$ cat src/rtl/mas_alu_shift_pipe_if.sv
// Handshake and data bundle for the MAS ALU pipelined barrel shifter.
// master: operand dispatch / result consumer side; slave: the shifter.
interface mas_alu_shift_pipe_if #(
    parameter int BLEN  = 32,
    parameter int TAG_W = 4
);
    logic             in_valid;
    logic             in_ready;
    logic [BLEN-1:0]  op1;
    logic [BLEN-1:0]  op2;
    logic [2:0]       mode;
    logic [TAG_W-1:0] in_tag;
    logic             out_valid;
    logic             out_ready;
    logic [BLEN-1:0]  res;
    logic [TAG_W-1:0] out_tag;
    logic             zero;
    logic             err;

    modport master (
        output in_valid, op1, op2, mode, in_tag, out_ready,
        input  in_ready, out_valid, res, out_tag, zero, err
    );

    modport slave (
        input  in_valid, op1, op2, mode, in_tag, out_ready,
        output in_ready, out_valid, res, out_tag, zero, err
    );
endinterface

$ cat src/rtl/mas_alu_shift_pipe.sv
// Pipelined barrel shifter (SLL/SRL/SRA/ROL/ROR) with a global-stall valid/ready pipeline.
// Right shifts and ROR reuse one left shifter by reversing the operand on entry and the result on exit.
module mas_alu_shift_pipe #(
    parameter int BLEN   = 32,
    parameter int STAGES = 2,
    parameter int TAG_W  = 4
) (
    input  logic                     clk,
    input  logic                     rst_n,
    mas_alu_shift_pipe_if.slave      io_bus
);
    localparam int SHW = $clog2(BLEN);
    localparam int K   = (SHW + STAGES - 1) / STAGES;

    localparam logic [2:0] MODE_SLL = 3'b000;
    localparam logic [2:0] MODE_SRL = 3'b001;
    localparam logic [2:0] MODE_SRA = 3'b010;
    localparam logic [2:0] MODE_ROL = 3'b011;
    localparam logic [2:0] MODE_ROR = 3'b100;

    function automatic logic [BLEN-1:0] f_rev(input logic [BLEN-1:0] d);
        logic [BLEN-1:0] r;
        for (int b = 0; b < BLEN; b++) r[b] = d[BLEN-1-b];
        return r;
    endfunction

    function automatic logic f_is_right(input logic [2:0] m);
        return (m == MODE_SRL) || (m == MODE_SRA) || (m == MODE_ROR);
    endfunction

    function automatic logic f_is_rot(input logic [2:0] m);
        return (m == MODE_ROL) || (m == MODE_ROR);
    endfunction

    function automatic logic f_is_illegal(input logic [2:0] m);
        return m > MODE_ROR;
    endfunction

    // Amount bits handled by the stage covering levels [lo, hi).
    function automatic logic [SHW-1:0] f_mask(input int lo, input int hi);
        logic [SHW-1:0] m;
        for (int b = 0; b < SHW; b++) m[b] = (b >= lo) && (b < hi);
        return m;
    endfunction

    logic w_advance;
    logic r_zero;
    logic r_err;
    logic w_unused_op2;

    assign w_unused_op2 = ^io_bus.op2[BLEN-1:SHW];

    generate
        for (genvar i = 0; i < STAGES; i++) begin : g_stage
            localparam int LO = i * K;
            localparam int HI = ((i + 1) * K < SHW) ? (i + 1) * K : SHW;
            localparam logic [SHW-1:0] LEVEL_MASK = f_mask(LO, HI);

            logic             w_valid;
            logic [BLEN-1:0]  w_src;
            logic [SHW-1:0]   w_amt;
            logic [2:0]       w_mode;
            logic             w_fill;
            logic [TAG_W-1:0] w_tag;
            logic [SHW-1:0]   w_sel;
            logic             w_rot;
            logic [BLEN-1:0]  w_shift;
            logic [BLEN-1:0]  w_out;

            logic             r_valid;
            logic [BLEN-1:0]  r_data;
            logic [TAG_W-1:0] r_tag;

            if (i == 0) begin : g_src
                assign w_valid = io_bus.in_valid;
                assign w_src   = f_is_right(io_bus.mode) ? f_rev(io_bus.op1) : io_bus.op1;
                assign w_amt   = io_bus.op2[SHW-1:0];
                assign w_mode  = io_bus.mode;
                assign w_fill  = (io_bus.mode == MODE_SRA) & io_bus.op1[BLEN-1];
                assign w_tag   = io_bus.in_tag;
            end else begin : g_src
                assign w_valid = g_stage[i-1].r_valid;
                assign w_src   = g_stage[i-1].r_data;
                assign w_amt   = g_stage[i-1].g_ctl.r_amt;
                assign w_mode  = g_stage[i-1].g_ctl.r_mode;
                assign w_fill  = g_stage[i-1].g_ctl.r_fill;
                assign w_tag   = g_stage[i-1].r_tag;
            end

            assign w_sel = w_amt & LEVEL_MASK;
            assign w_rot = f_is_rot(w_mode);

            // NOTE: blocking '=' here chains the log-shifter levels within one cycle; always_ff blocks use '<='.
            always_comb begin
                w_shift = w_src;
                for (int b = 0; b < SHW; b++) begin
                    if (w_sel[b]) begin
                        if (w_rot)
                            w_shift = (w_shift << (1 << b)) | (w_shift >> (BLEN - (1 << b)));
                        else
                            w_shift = (w_shift << (1 << b))
                                    | ({BLEN{w_fill}} & ~({BLEN{1'b1}} << (1 << b)));
                    end
                end
            end

            if (i == STAGES - 1) begin : g_last
                assign w_out = f_is_illegal(w_mode) ? '0
                             : (f_is_right(w_mode) ? f_rev(w_shift) : w_shift);

                // Flags only update when a real op lands, so they hold across bubbles.
                always_ff @(posedge clk or negedge rst_n) begin
                    if (!rst_n) begin
                        r_zero <= 1'b0;
                        r_err  <= 1'b0;
                    end else if (w_advance && w_valid) begin
                        r_zero <= (w_out == '0);
                        r_err  <= f_is_illegal(w_mode);
                    end
                end
            end else begin : g_mid
                assign w_out = w_shift;
            end

            // NOTE: data and tag registers are reset too, since res and out_tag must read zero after reset.
            always_ff @(posedge clk or negedge rst_n) begin
                if (!rst_n) begin
                    r_valid <= 1'b0;
                    r_data  <= '0;
                    r_tag   <= '0;
                end else if (w_advance) begin
                    r_valid <= w_valid;
                    r_data  <= w_out;
                    r_tag   <= w_tag;
                end
            end

            if (i < STAGES - 1) begin : g_ctl
                logic [SHW-1:0] r_amt;
                logic [2:0]     r_mode;
                logic           r_fill;

                always_ff @(posedge clk or negedge rst_n) begin
                    if (!rst_n) begin
                        r_amt  <= '0;
                        r_mode <= MODE_SLL;
                        r_fill <= 1'b0;
                    end else if (w_advance) begin
                        r_amt  <= w_amt;
                        r_mode <= w_mode;
                        r_fill <= w_fill;
                    end
                end
            end
        end
    endgenerate

    // Global stall: the whole pipe moves only when the output slot is free or being drained.
    assign w_advance        = ~g_stage[STAGES-1].r_valid | io_bus.out_ready;
    assign io_bus.in_ready  = w_advance;
    assign io_bus.out_valid = g_stage[STAGES-1].r_valid;
    assign io_bus.res       = g_stage[STAGES-1].r_data;
    assign io_bus.out_tag   = g_stage[STAGES-1].r_tag;
    assign io_bus.zero      = r_zero;
    assign io_bus.err       = r_err;
endmodule

$ cat src/flat_wrapper.sv
// flat-port wrapper written by rule: the top's interface ports become plain ports
module mas_alu_shift_pipe_flat 
#(
    parameter int BLEN   = 32,
    parameter int STAGES = 2,
    parameter int TAG_W  = 4
)
  (clk, rst_n, io_bus_in_valid, io_bus_op1, io_bus_op2, io_bus_mode, io_bus_in_tag, io_bus_out_ready, io_bus_in_ready, io_bus_out_valid, io_bus_res, io_bus_out_tag, io_bus_zero, io_bus_err);
  mas_alu_shift_pipe_if #(.BLEN(BLEN), .TAG_W(TAG_W)) io_bus_i ();
  input  logic clk;
  input  logic rst_n;
  input wire logic [$bits(io_bus_i.in_valid)-1:0] io_bus_in_valid;
  input wire logic [$bits(io_bus_i.op1)-1:0] io_bus_op1;
  input wire logic [$bits(io_bus_i.op2)-1:0] io_bus_op2;
  input wire logic [$bits(io_bus_i.mode)-1:0] io_bus_mode;
  input wire logic [$bits(io_bus_i.in_tag)-1:0] io_bus_in_tag;
  input wire logic [$bits(io_bus_i.out_ready)-1:0] io_bus_out_ready;
  output wire logic [$bits(io_bus_i.in_ready)-1:0] io_bus_in_ready;
  output wire logic [$bits(io_bus_i.out_valid)-1:0] io_bus_out_valid;
  output wire logic [$bits(io_bus_i.res)-1:0] io_bus_res;
  output wire logic [$bits(io_bus_i.out_tag)-1:0] io_bus_out_tag;
  output wire logic [$bits(io_bus_i.zero)-1:0] io_bus_zero;
  output wire logic [$bits(io_bus_i.err)-1:0] io_bus_err;
  assign io_bus_i.in_valid = io_bus_in_valid;
  assign io_bus_i.op1 = io_bus_op1;
  assign io_bus_i.op2 = io_bus_op2;
  assign io_bus_i.mode = io_bus_mode;
  assign io_bus_i.in_tag = io_bus_in_tag;
  assign io_bus_i.out_ready = io_bus_out_ready;
  assign io_bus_in_ready = io_bus_i.in_ready;
  assign io_bus_out_valid = io_bus_i.out_valid;
  assign io_bus_res = io_bus_i.res;
  assign io_bus_out_tag = io_bus_i.out_tag;
  assign io_bus_zero = io_bus_i.zero;
  assign io_bus_err = io_bus_i.err;
  mas_alu_shift_pipe #(.BLEN(BLEN), .STAGES(STAGES), .TAG_W(TAG_W)) u_core (.clk(clk), .rst_n(rst_n), .io_bus(io_bus_i));
endmodule
$ cat config.mk
export PLATFORM = sky130hd
export DESIGN_NAME = mas_alu_shift_pipe_flat
export DESIGN_NICKNAME = d
export VERILOG_FILES = /design/src/rtl/mas_alu_shift_pipe_if.sv /design/src/rtl/mas_alu_shift_pipe.sv /design/src/flat_wrapper.sv
export SDC_FILE = /design/constraint.sdc
export NUM_CORES = 1
export LEC_CHECK = 0
export CAP_MARGIN = 30
export CORE_ASPECT_RATIO = 1.4
export CORE_UTILIZATION = 54
export CTS_CLUSTER_SIZE = 40
export DETAILED_ROUTE_END_ITERATION = 10
export PLACE_DENSITY = 0.88
export SLEW_MARGIN = 0
export SYNTH_ARGS = -nofsm -noshare
export SYNTH_HDL_FRONTEND = slang
export SYNTH_SLANG_ARGS = --single-unit
export TNS_END_PERCENT = 20
$ cat constraint.sdc
create_clock -name clk -period 2.7 [get_ports clk]
set_input_delay 0.27 -clock clk [delete_from_list [all_inputs] [get_ports clk]]
set_output_delay 0.27 -clock clk [all_outputs]
set_load 0.02 [all_outputs]
Yosys cells after proc, flatten, opt, wreduce, memory -nomap -nowiden. Index checks and enable logic that the tools add are counted.

Register bits after elaboration: 85. Output and inout bits: 40. Logic and storage cells: 54. Input bits: 75.

Bitwise gates (word level): 13. Equal/unequal tests: 8. Magnitude comparators: 1. Reduce and logical (&&, ||, !) cells: 8. Muxes and demuxes: 13.

Operators by type and width (count): $mux W32 (13); $or A32 B1 Y32 (2); $or A32 B16 Y32 (2); $or A32 B2 Y32 (2); $or A32 B4 Y32 (2); $or A32 B8 Y32 (2); $logic_not A32 Y1 (1); $eq A3 B2 Y1 const B (4); $eq A3 B1 Y1 const B (2); $eq A3 B3 Y1 const B (2); $logic_or A1 B1 Y1 (6); $gt A3 B3 Y1 const B (1); $and A1 B1 Y1 (1); $logic_and A1 B1 Y1 (1); $not A1 Y1 (1); $or A1 B1 Y1 (1).

Logic depth before layout (Yosys ltp). Gate-level depths: netlist of run 1.

Depth in word-level cells: 13. Gate-level depth with buffers: 11. Mapped depth without buffers: 8.

Least setup slack after synthesis of run 1. Ideal clock, no wire load.

Path kind: reg-to-reg. Start point: register u_core.g_stage[0].g_ctl.r_amt[4]. End point: register u_core.r_zero, in the netlist u_core.io_bus.zero. Period minus slack after synthesis: 2.387 ns. Library setup time: 0.092 ns. Buffers on the path: 1. Arrival time: 2.295 ns. Slack: 0.313 ns. Data required time: 2.608 ns. Cell stages (with the launch flop): 9. Cells stage by stage: dfrtp_1 -> clkbuf_1 -> mux2_2 -> nand2_1 -> o21ai_0 -> or4_1 -> o41ai_1 -> nand4_1 -> o31ai_2.

Cells in the longest elaborated chain, start to end: 4.

RTL lines: from (decl) (RTL line mas_alu_shift_pipe.sv:139) `logic [SHW-1:0] r_amt;`; from (signal assigned) (RTL line mas_alu_shift_pipe.sv:149) `r_amt <= w_amt;`; $mux W32 (RTL line mas_alu_shift_pipe.sv:97) `if (w_sel[b]) begin`; $mux W32 (RTL line mas_alu_shift_pipe.sv:109) `: (f_is_right(w_mode) ? f_rev(w_shift) : w_shift);`; $mux W32 (RTL line mas_alu_shift_pipe.sv:108) `assign w_out = f_is_illegal(w_mode) ? '0`; $logic_not A32 Y1 (RTL line mas_alu_shift_pipe.sv:117) `r_zero <= (w_out == '0);`; to (signal assigned) (RTL line mas_alu_shift_pipe.sv:117); to (decl) (RTL line mas_alu_shift_pipe.sv:47) `logic r_zero;`.

Every way passes these cells. A chain may end at the register's enable or synchronous reset.

Worst setup path after layout of run 1.
Start point: register u_core.g_stage[0].g_ctl.r_mode[1]. End point: register u_core.r_zero, in the netlist u_core.io_bus.zero.

Cells in the longest elaborated chain, start to end: 10. Elaborated cells between the ends (all ways): 17. Classes of those cells: order compare (1); eq/ne (4); mux (6); bitwise (2); reduce/logical (4).

RTL lines: from (decl) (RTL line mas_alu_shift_pipe.sv:140) `logic [2:0] r_mode;`; from (signal assigned) (RTL line mas_alu_shift_pipe.sv:150) `r_mode <= w_mode;`; $eq A3 B2 Y1 or $eq A3 B3 Y1 (tied branches) (RTL line mas_alu_shift_pipe.sv:32, mas_alu_shift_pipe.sv:28); $logic_or A1 B1 Y1 (RTL line mas_alu_shift_pipe.sv:32) `return (m == MODE_ROL) || (m == MODE_ROR);`; $mux W32 (RTL line mas_alu_shift_pipe.sv:98) `if (w_rot)`; $mux W32 (RTL line mas_alu_shift_pipe.sv:97); $or A32 B16 Y32, on equally long branches (RTL line mas_alu_shift_pipe.sv:99, mas_alu_shift_pipe.sv:102); $mux W32 (RTL line mas_alu_shift_pipe.sv:98); $mux W32 (RTL line mas_alu_shift_pipe.sv:97); $mux W32 (RTL line mas_alu_shift_pipe.sv:109); $mux W32 (*) (RTL line mas_alu_shift_pipe.sv:108); $logic_not A32 Y1 (*) (RTL line mas_alu_shift_pipe.sv:117).

Mark *: on every way between the ends. The rest lies on a longest branch, timed or not.

==> results of run 1 <==
-- state kept, by name, indices dropped and copies added (netlist names), 2 cells and up --
signal / cells
u_core.io_bus.res: 32
u_core.g_stage.r_data: 32
u_core.g_stage.r_tag: 4
u_core.g_stage.g_ctl.r_amt: 2
u_core.io_bus.out_tag: 4
u_core.g_stage.g_ctl.r_mode: 3
-- synth_stat cells, types with 7 or more instances --
cell type	count	share of area [%]
nand2_1	92	5.6
buf_1	7	0.42
nor2_1	100	6.0
o22ai_1	10	1.0
a221oi_1	14	2.0
mux4_2	9	3.3
clkbuf_1	34	2.1
nor2b_1	12	1.2
a21oi_1	76	6.1
o21ai_0	31	2.5
buf_2	9	0.72
mux2_2	30	5.4
buf_4	7	0.84
dfrtp_1	82	33
a211oi_1	8	0.97
o221ai_1	10	1.4
mux2i_1	95	15
o21a_1	11	1.3
-- how the worst min path moves through the flow --
stage	end	startpoint	slack, ns	cells after the start
after global placement	u_core.g_stage[0].r_tag[2]$_DFFE_PN0N_	u_core.g_stage[0].r_tag[2]$_DFFE_PN0N_	0.45	2
final	u_core.io_bus.res[20]$_DFFE_PN0N_	rst_n	0.35	2
after detailed placement	u_core.io_bus.out_tag[0]$_DFFE_PN0N_	u_core.io_bus.out_tag[0]$_DFFE_PN0N_	0.46	2
after floorplan	u_core.g_stage[0].g_ctl.r_amt[3]$_DFFE_PN0N_	rst_n	-0.03	0
after global routing	u_core.io_bus.res[20]$_DFFE_PN0N_	rst_n	0.38	2
after CTS	u_core.io_bus.res[16]$_DFFE_PN0N_	rst_n	0.13	1
-- layer usage --
metal	GRT usage (%)	vias to the layer above	wire length, µm
met5	0	-	0
met4	20.2	0	1090
met3	4.79	73	847
met2	57.1	251	9810
met1	37.0	2878	7190
li1	-	2881	-
-- layout by cell type, fill, tap and decap left out, drive strengths merged, types with 11 or more instances in the layout --
cell type | synthesis | layout
nand2 | 93 | 93
clkdlybuf4s50 | 0 | 84
dfrtp | 82 | 82
buf | 25 | 89
o21a | 11 | 11
o21ai | 32 | 32
a21oi | 76 | 76
nor2b | 12 | 12
mux2i | 95 | 95
nor2 | 101 | 101
mux2 | 30 | 30
a221oi | 15 | 15
-- what timing repair did --
| item | CTS | global route |
|---|---|---|
| endpoints found under the setup margin | 0 | 2 |
| hold endpoints to repair | 0 | 20 |
| resized for setup | 0 | 7 |
| hold buffers | 0 | 1 |
-- where the power goes --
part,switching [mW],internal (mW),total (mW),leakage [nW]
Clock,0.548,0.641,1.19,0.136
Sequential,0.251,1.53,1.78,0.973
Combinational,1.52,1.32,2.84,2.40
-- cells by family (layout without fill, tap and decap cells) --
| logic type | count (synthesis) | count (layout) | synth area share [%] |
|---|---|---|---|
| adder cells (fa/ha/maj) | 1 | 1 | 0.161 |
| buffers and inverters | 65 | 196 | 4.77 |
| flip-flops | 82 | 82 | 33.0 |
| AND/OR/NAND/NOR | 244 | 244 | 17.4 |
| multiplexers | 134 | 134 | 24.0 |
| XOR/XNOR | 3 | 3 | 0.423 |
| AO/OA/AOI/OAI | 194 | 194 | 20.3 |
-- layout make-up --
type | instances | area (µm²) | area share (%)
multi-input cells | 576 | 3910 | 48.6
clock buffers | 9 | 225 | 2.80
well taps | 144 | 180 | 2.24
flip-flops and latches | 82 | 2060 | 25.6
clock inverters | 7 | 60.1 | 0.747
repair buffers | 174 | 1580 | 19.7
inverters | 6 | 22.5 | 0.280
==> key figures, run 1 <==
Run
  – MaxCap Viol Count: 0

Routing
  – Pre-Repair DR Iteration Count: 5
  – DRC violation count after routing: 0
  – WL final: 18900 µm
  – Average routed wire per standard cell: 19.0 µm
  – Number of routed nets with antenna violations: 0
  – Vias: slightly above 6000
  – Average vias per placed instance: between 6 and 7
  – Number of violations reported at the end of detailed-routing iteration 0: between 400 and 500

Die
  – Rows: 46
  – Die width: around 90 µm
  – Die Footprint: ~12000 µm²
  – Top-level I/O count: approximately 120
  – Starting density of the core: between 50% and 60%
  – Placeable Area: ~11000 µm²
  – Vert. Die Dim: about 130 µm

Power and ir drop
  – PnR Total Power: 5.81 mW
  – Power density over the cells: slightly above 700 nW/µm²
  – Peak VDD IR: between 0.3 and 0.4 mV
  – P_leak: around 3.5 nW

Place
  – Pre-CTS setup slack: -0.230 ns
  – HPWL after detailed placement: 14800 µm
  – Area post-placement: about 7700 µm²
  – # port buffers: 87
  – Global placement routability congestion: around 1
  – Number of placed instances, taps included: 980

Timing
  – Hold_ws: 0.350 ns
  – Final Hold Viols: 0
  – Count of final setup violators: 0
  – Worst path setup slack after routing: around 0.068 ns
  – Final number of max-transition violations: 0
  – Final min period: ~2.6 ns
  – Total Neg Setup Slack: 0 ns
  – Slew margin rel.: 52.8%
  – Peak clock frequency supported by timing: 0.380 GHz
  – Maximum clock skew at final layout: ~0.0068 ns
  – Worst slew pin tran: 0.704 ns
  – Share of the clock period used by the worst path: between 90% and 100%

Setup path
  – Standard cell with the maximum stage delay on the critical path: dfrtp_2
  – Worst path top cell family by delay: simple AND/OR/NAND/NOR gates
  – Critical Path Sink Type: register
  – Largest stage delay on the critical path: between 0.4 and 0.5 ns
  – Largest fanout of any net on the critical path: 6
  – CP Cell Sequence: or3b_4 -> a31oi_2 -> a221oi_1 -> nor3b_1 -> nand4bb_1 -> o41ai_2 -> nand4_1 -> o31ai_2
  – Reg-to-Reg Start: u_core.g_stage[0].g_ctl.r_mode[1]$_DFFE_PN0N_
  – Arrival time of data at the critical path endpoint: slightly below 3 ns
  – Path length in cells of the critical path: 8
  – Start point of the critical path: u_core.g_stage[0].g_ctl.r_mode[1]$_DFFE_PN0N_
  – Buffer and inverter count on the worst path: 0
  – Terminus of the critical flop-to-flop path: u_core.io_bus.zero$_DFFE_PN0P_
  – Setup crit start kind: register
  – Reg2Reg Setup Slack: approximately 0.068 ns
  – Critical path class: reg2reg
  – Number of cell instances on the worst register-to-register path: 8
  – Required arrival time at the worst endpoint: around 3.0 ns
  – Worst setup endpoint: u_core.io_bus.zero$_DFFE_PN0P_

Worst hold path
  – Worst hold path class: in2async

Finish
  – Area overhead of the layout relative to synthesis: 29.2%
  – Final cell area excluding filler cells: roughly 8000 µm²
  – Number of diodes: 0
  – Util after Layout: a little under three quarters
  – # nets final: around 920
  – Number of fill cells: 853
  – Share of cells above drive strength 1: roughly 20%
  – Non-filler cells, final: approximately 1000

Global routing
  – Initial antenna violation count: 0
  – Global-route wire length before repair: ~30000 µm
  – Pin count of the biggest net entering global routing: between 80 and 90
  – Total GRT Usage: 32.5%
  – Remaining Overflow, GRT: 0
  – Vias in the first global route: ~6000

Synthesis
  – Synthesized cell area: around 6200 µm²
  – Syn nets: around 800
  – Seq/Total Area, Yosys: between 30% and 40%
  – Top_reg_cell synth: dfrtp_1
  – Number of synthesized flops with an enable pin: 0
  – Synthesized instance count: slightly above 700
  – Number of warnings printed during yosys synthesis: 0
  – Distinct cell type count after synthesis: between 60 and 70
  – Flip-flop and latch count after synthesis: 82
  – Async set-reset flop share out of synthesis: 100%
  – Post-synthesis area per instance: between 8 and 9 µm²

CTS
  – Root cell of the clock tree: clkbuf_16
  – H-tree levels: 3
  – Clock sink total: between 80 and 90
  – Clock network latency to the later pin of the worst-skew pair: 0.35 ns
  – Clock-pin slew on the worst setup and hold paths: about 0.07 ns
  – Bufs on Longest Clock Path: 2
  – TritonCTS clock tree: built
  – Number of setup buffers added after CTS: 0
  – Number of buffers created by CTS: 9

Outcome
  – Status: finished clean
No activity file was read; power rests on OpenSTA's default activity.
==> inputs of run 2 (changes only) <==
==> constraint.sdc (replaced) <==
create_clock -name clk -period 2.9 [get_ports clk]
set_input_delay 0.29 -clock clk [delete_from_list [all_inputs] [get_ports clk]]
set_output_delay 0.29 -clock clk [all_outputs]
set_load 0.02 [all_outputs]
==> run 2 against run 1 <==
  * Clock skew hardly changed
  * Final area is 3.0% lower
  * Via count is 1.0% lower
  * Register-to-register slack better by 0.06 ns
  * Worst setup slack better by 0.061 ns
  * Critical path type unchanged
  * Highest routed layer unchanged
==> key figures, run 2 (synthesis results as in run 1) <==
Power and ir drop
  – PnR Total Power: 5.27 mW (was 5.81 mW)
  – Pint: 3.15 mW (was 3.49 mW)
  – Share of power burned in combinational logic: 47.6% (was 48.8%)
  – Seq pwr share: 31.7% (was 30.7%)
  – P_leak: 3.36 nW (was 3.51 nW)
  – Switching power of the nets: 2.12 mW (was 2.32 mW)
  – Peak VDD IR: 0.313 mV (was 0.339 mV)
  – Switching part of the total power: 40.2% (was 39.9%)
  – Power density over the cells: 676 nW/µm² (was 723 nW/µm²)
  – Clock power frac: 20.7% (was 20.5%)

CTS
  – Clock network latency to the later pin of the worst-skew pair: 0.34 ns (was 0.35 ns)
  – H-tree levels: 3 (unchanged)
  – Number of buffers created by CTS: 9 (unchanged)
  – Bufs on Longest Clock Path: 2 (unchanged)
  – Root cell of the clock tree: clkbuf_16 (unchanged)
  – TritonCTS clock tree: built (unchanged)
  – Clock sink total: 82 (unchanged)
  – Clock-pin slew on the worst setup and hold paths: 0.07 ns (about the same)

Die
  – Placeable Area: 11300 µm² (unchanged)
  – Starting density of the core: 55.1% (unchanged)
  – Rows: 46 (unchanged)
  – Vert. Die Dim: 129 µm (unchanged)
  – Die Footprint: 12000 µm² (unchanged)
  – Top-level I/O count: 115 (unchanged)
  – Die width: 92.7 µm (unchanged)

Routing
  – Uppermost layer routed: met4 (unchanged)
  – Average vias per placed instance: 6.19 (was 6.10)
  – Number of routed nets with antenna violations: 0 (unchanged)
  – Average routed wire per standard cell: 19.2 µm (was 19.0 µm)
  – Met1 WL: 7230 µm (was 7190 µm)
  – Met2 wirelength from detailed routing: 9620 µm (was 9810 µm)
  – Vias: 6020 (was 6083)
  – WL final: 18600 µm (was 18900 µm)
  – Met3 Routed Length: 824 µm (was 847 µm)
  – Number of violations reported at the end of detailed-routing iteration 0: 337 (was 489)
  – DRC violation count after routing: 0 (unchanged)
  – Pre-Repair DR Iteration Count: 6 (was 5)

Global routing
  – Global-route wire length before repair: 29400 µm (was 30100 µm)
  – Remaining Overflow, GRT: 0 (unchanged)
  – Initial antenna violation count: 0 (unchanged)
  – Pin count of the biggest net entering global routing: 86 (unchanged)
  – Total GRT Usage: 31.9% (was 32.5%)
  – Vias in the first global route: 5797 (was 6019)

Run
  – MaxCap Viol Count: 0 (unchanged)

Timing
  – Count of final setup violators: 0 (unchanged)
  – Worst path setup slack after routing: 0.129 ns (was 0.0677 ns)
  – Maximum clock skew at final layout: 0.00724 ns (was 0.00681 ns)
  – Worst slew pin tran: 0.778 ns (was 0.704 ns)
  – Final Hold Viols: 0 (unchanged)
  – Slew margin rel.: 48.1% (was 52.8%)
  – Final number of max-transition violations: 0 (unchanged)
  – Final min period: 2.77 ns (was 2.63 ns)
  – Peak clock frequency supported by timing: 0.361 GHz (was 0.380 GHz)
  – Hold_ws: 0.379 ns (was 0.350 ns)
  – Setup repair after global routing missed its margin: no
  – Share of the clock period used by the worst path: 95.6% (was 97.5%)

Finish
  – Number of fill cells: 946 (was 853)
  – Commonest cells after routing, fill and taps aside: 100 x nor2_1, 95 x mux2i_1, 92 x nand2_1 (unchanged)
  – Non-filler cells, final: 972 (was 998)
  – Area overhead of the layout relative to synthesis: 25.3% (was 29.2%)
  – Util after Layout: 69.1% (was 71.2%)
  – Most common cell after layout, fill and taps aside: nor2_1 (unchanged)
  – Share of cells above drive strength 1: 16.5% (was 19.9%)
  – # nets final: 898 (was 924)
  – Number of diodes: 0 (unchanged)

Worst hold path
  – Worst hold path class: in2async (unchanged)

Setup path
  – Worst setup endpoint: u_core.io_bus.zero$_DFFE_PN0P_ (unchanged)
  – Required arrival time at the worst endpoint: 3.16 ns (was 2.96 ns)
  – Path length in cells of the critical path: 9 (was 8)
  – Reg-to-Reg Start: u_core.g_stage[0].g_ctl.r_amt[4]$_DFFE_PN0N_ (was u_core.g_stage[0].g_ctl.r_mode[1]$_DFFE_PN0N_)
  – Largest fanout of any net on the critical path: 31 (was 6)
  – Worst path top cell family by delay: compound AO/OA/AOI/OAI gates (was simple AND/OR/NAND/NOR gates)
  – CP Cell Sequence: buf_12 -> mux2_2 -> a21oi_1 -> buf_4 -> nand3b_1 -> or4_1 -> o41ai_1 -> nand4_1 -> o31ai_2 (was or3b_4 -> a31oi_2 -> a221oi_1 -> nor3b_1 -> nand4bb_1 -> o41ai_2 -> nand4_1 -> o31ai_2)
  – Setup crit start kind: register (unchanged)
  – Buffer and inverter count on the worst path: 2 (was 0)
  – Critical path class: reg2reg (unchanged)
  – Arrival time of data at the critical path endpoint: 3.03 ns (was 2.89 ns)
  – Standard cell with the maximum stage delay on the critical path: or4_1 (was dfrtp_2)
  – Critical Path Sink Type: register (unchanged)
  – Number of cell instances on the worst register-to-register path: 9 (was 8)
  – Reg2Reg Setup Slack: 0.13 ns (was 0.07 ns)
  – Start point of the critical path: u_core.g_stage[0].g_ctl.r_amt[4]$_DFFE_PN0N_ (was u_core.g_stage[0].g_ctl.r_mode[1]$_DFFE_PN0N_)
  – Largest stage delay on the critical path: 0.43 ns (was 0.46 ns)
  – Terminus of the critical flop-to-flop path: u_core.io_bus.zero$_DFFE_PN0P_ (unchanged)

Place
  – Global placement routability congestion: 0.995 (was 0.990)
  – Pre-CTS setup slack: -0.0175 ns (was -0.230 ns)
  – HPWL after detailed placement: 14400 µm (was 14800 µm)
  – Number of placed instances, taps included: 950 (was 980)
  – # port buffers: 87 (unchanged)

Outcome
  – Status: finished clean (unchanged)
==> run 2: power groups by stage <==
stage / sequential [mW] / combinational, mW / clock, mW
2_1_floorplan: 1.83 / 1.27 / 0
3_3_place_gp: 1.67 / 2.40 / 0
3_5_place_dp: 1.69 / 2.45 / 0
4_1_cts: 1.67 / 2.47 / 1.10
5_1_grt: 1.71 / 2.69 / 1.15
6_report: 1.67 / 2.51 / 1.09
==> run 2: metal layers <==
metal	vias up	global-route usage (%)
li1	2836	-
met1	2904	36.6
met3	55	4.67
met4	0	17.2
met2	225	57.1
met5	-	0
==> run 2: area by class of cell <==
cell class / count / area [µm²] / share of cell area, %
clock buffers: 10 / 229 / 2.94
clock inverters: 6 / 48.8 / 0.626
repair buffers: 148 / 1380 / 17.7
inverters: 6 / 22.5 / 0.289
well taps: 144 / 180 / 2.31
flip-flops and latches: 82 / 2050 / 26.3
multi-input cells: 576 / 3880 / 49.8
==> run 2: worst min-delay path by stage <==
stage	endpoint	slack, ns	depth (start not counted)
2_1_floorplan	u_core.g_stage[0].g_ctl.r_amt[3]$_DFFE_PN0N_	-0.006	0
3_5_place_dp	u_core.g_stage[0].r_tag[0]$_DFFE_PN0N_	0.46	2
4_1_cts	u_core.io_bus.res[22]$_DFFE_PN0N_	0.16	1
3_3_place_gp	u_core.g_stage[0].r_tag[1]$_DFFE_PN0N_	0.45	2
5_1_grt	u_core.io_bus.res[22]$_DFFE_PN0N_	0.40	2
6_report	u_core.io_bus.res[0]$_DFFE_PN0N_	0.38	2
==> run 2: timing repair <==
item | in CTS | in global routing
buffers inserted | 0 | 4
resized for setup | 0 | 0
hold buffers | 0 | 1
hold endpoints to repair | 0 | 22
endpoints found under the setup margin | 0 | 1
==> run 2: per-stage QoR <==
step	TNS, ns	instance area, µm²
3_3_place_gp	0	7450
5_1_grt	0	7790
3_5_place_dp	-0.0175	7450
6_report	0	7790
2_1_floorplan	0	6220
4_1_cts	0	7730
==> run 2: worst reg2reg max path, stage by stage (launching register included) <==
cell	delay (ns)
dfrtp_1	0.39
buf_12	0.21
mux2_2	0.37
a21oi_1	0.28
buf_4	0.21
nand3b_1	0.07
or4_1	0.43
o41ai_1	0.35
nand4_1	0.18
o31ai_2	0.19
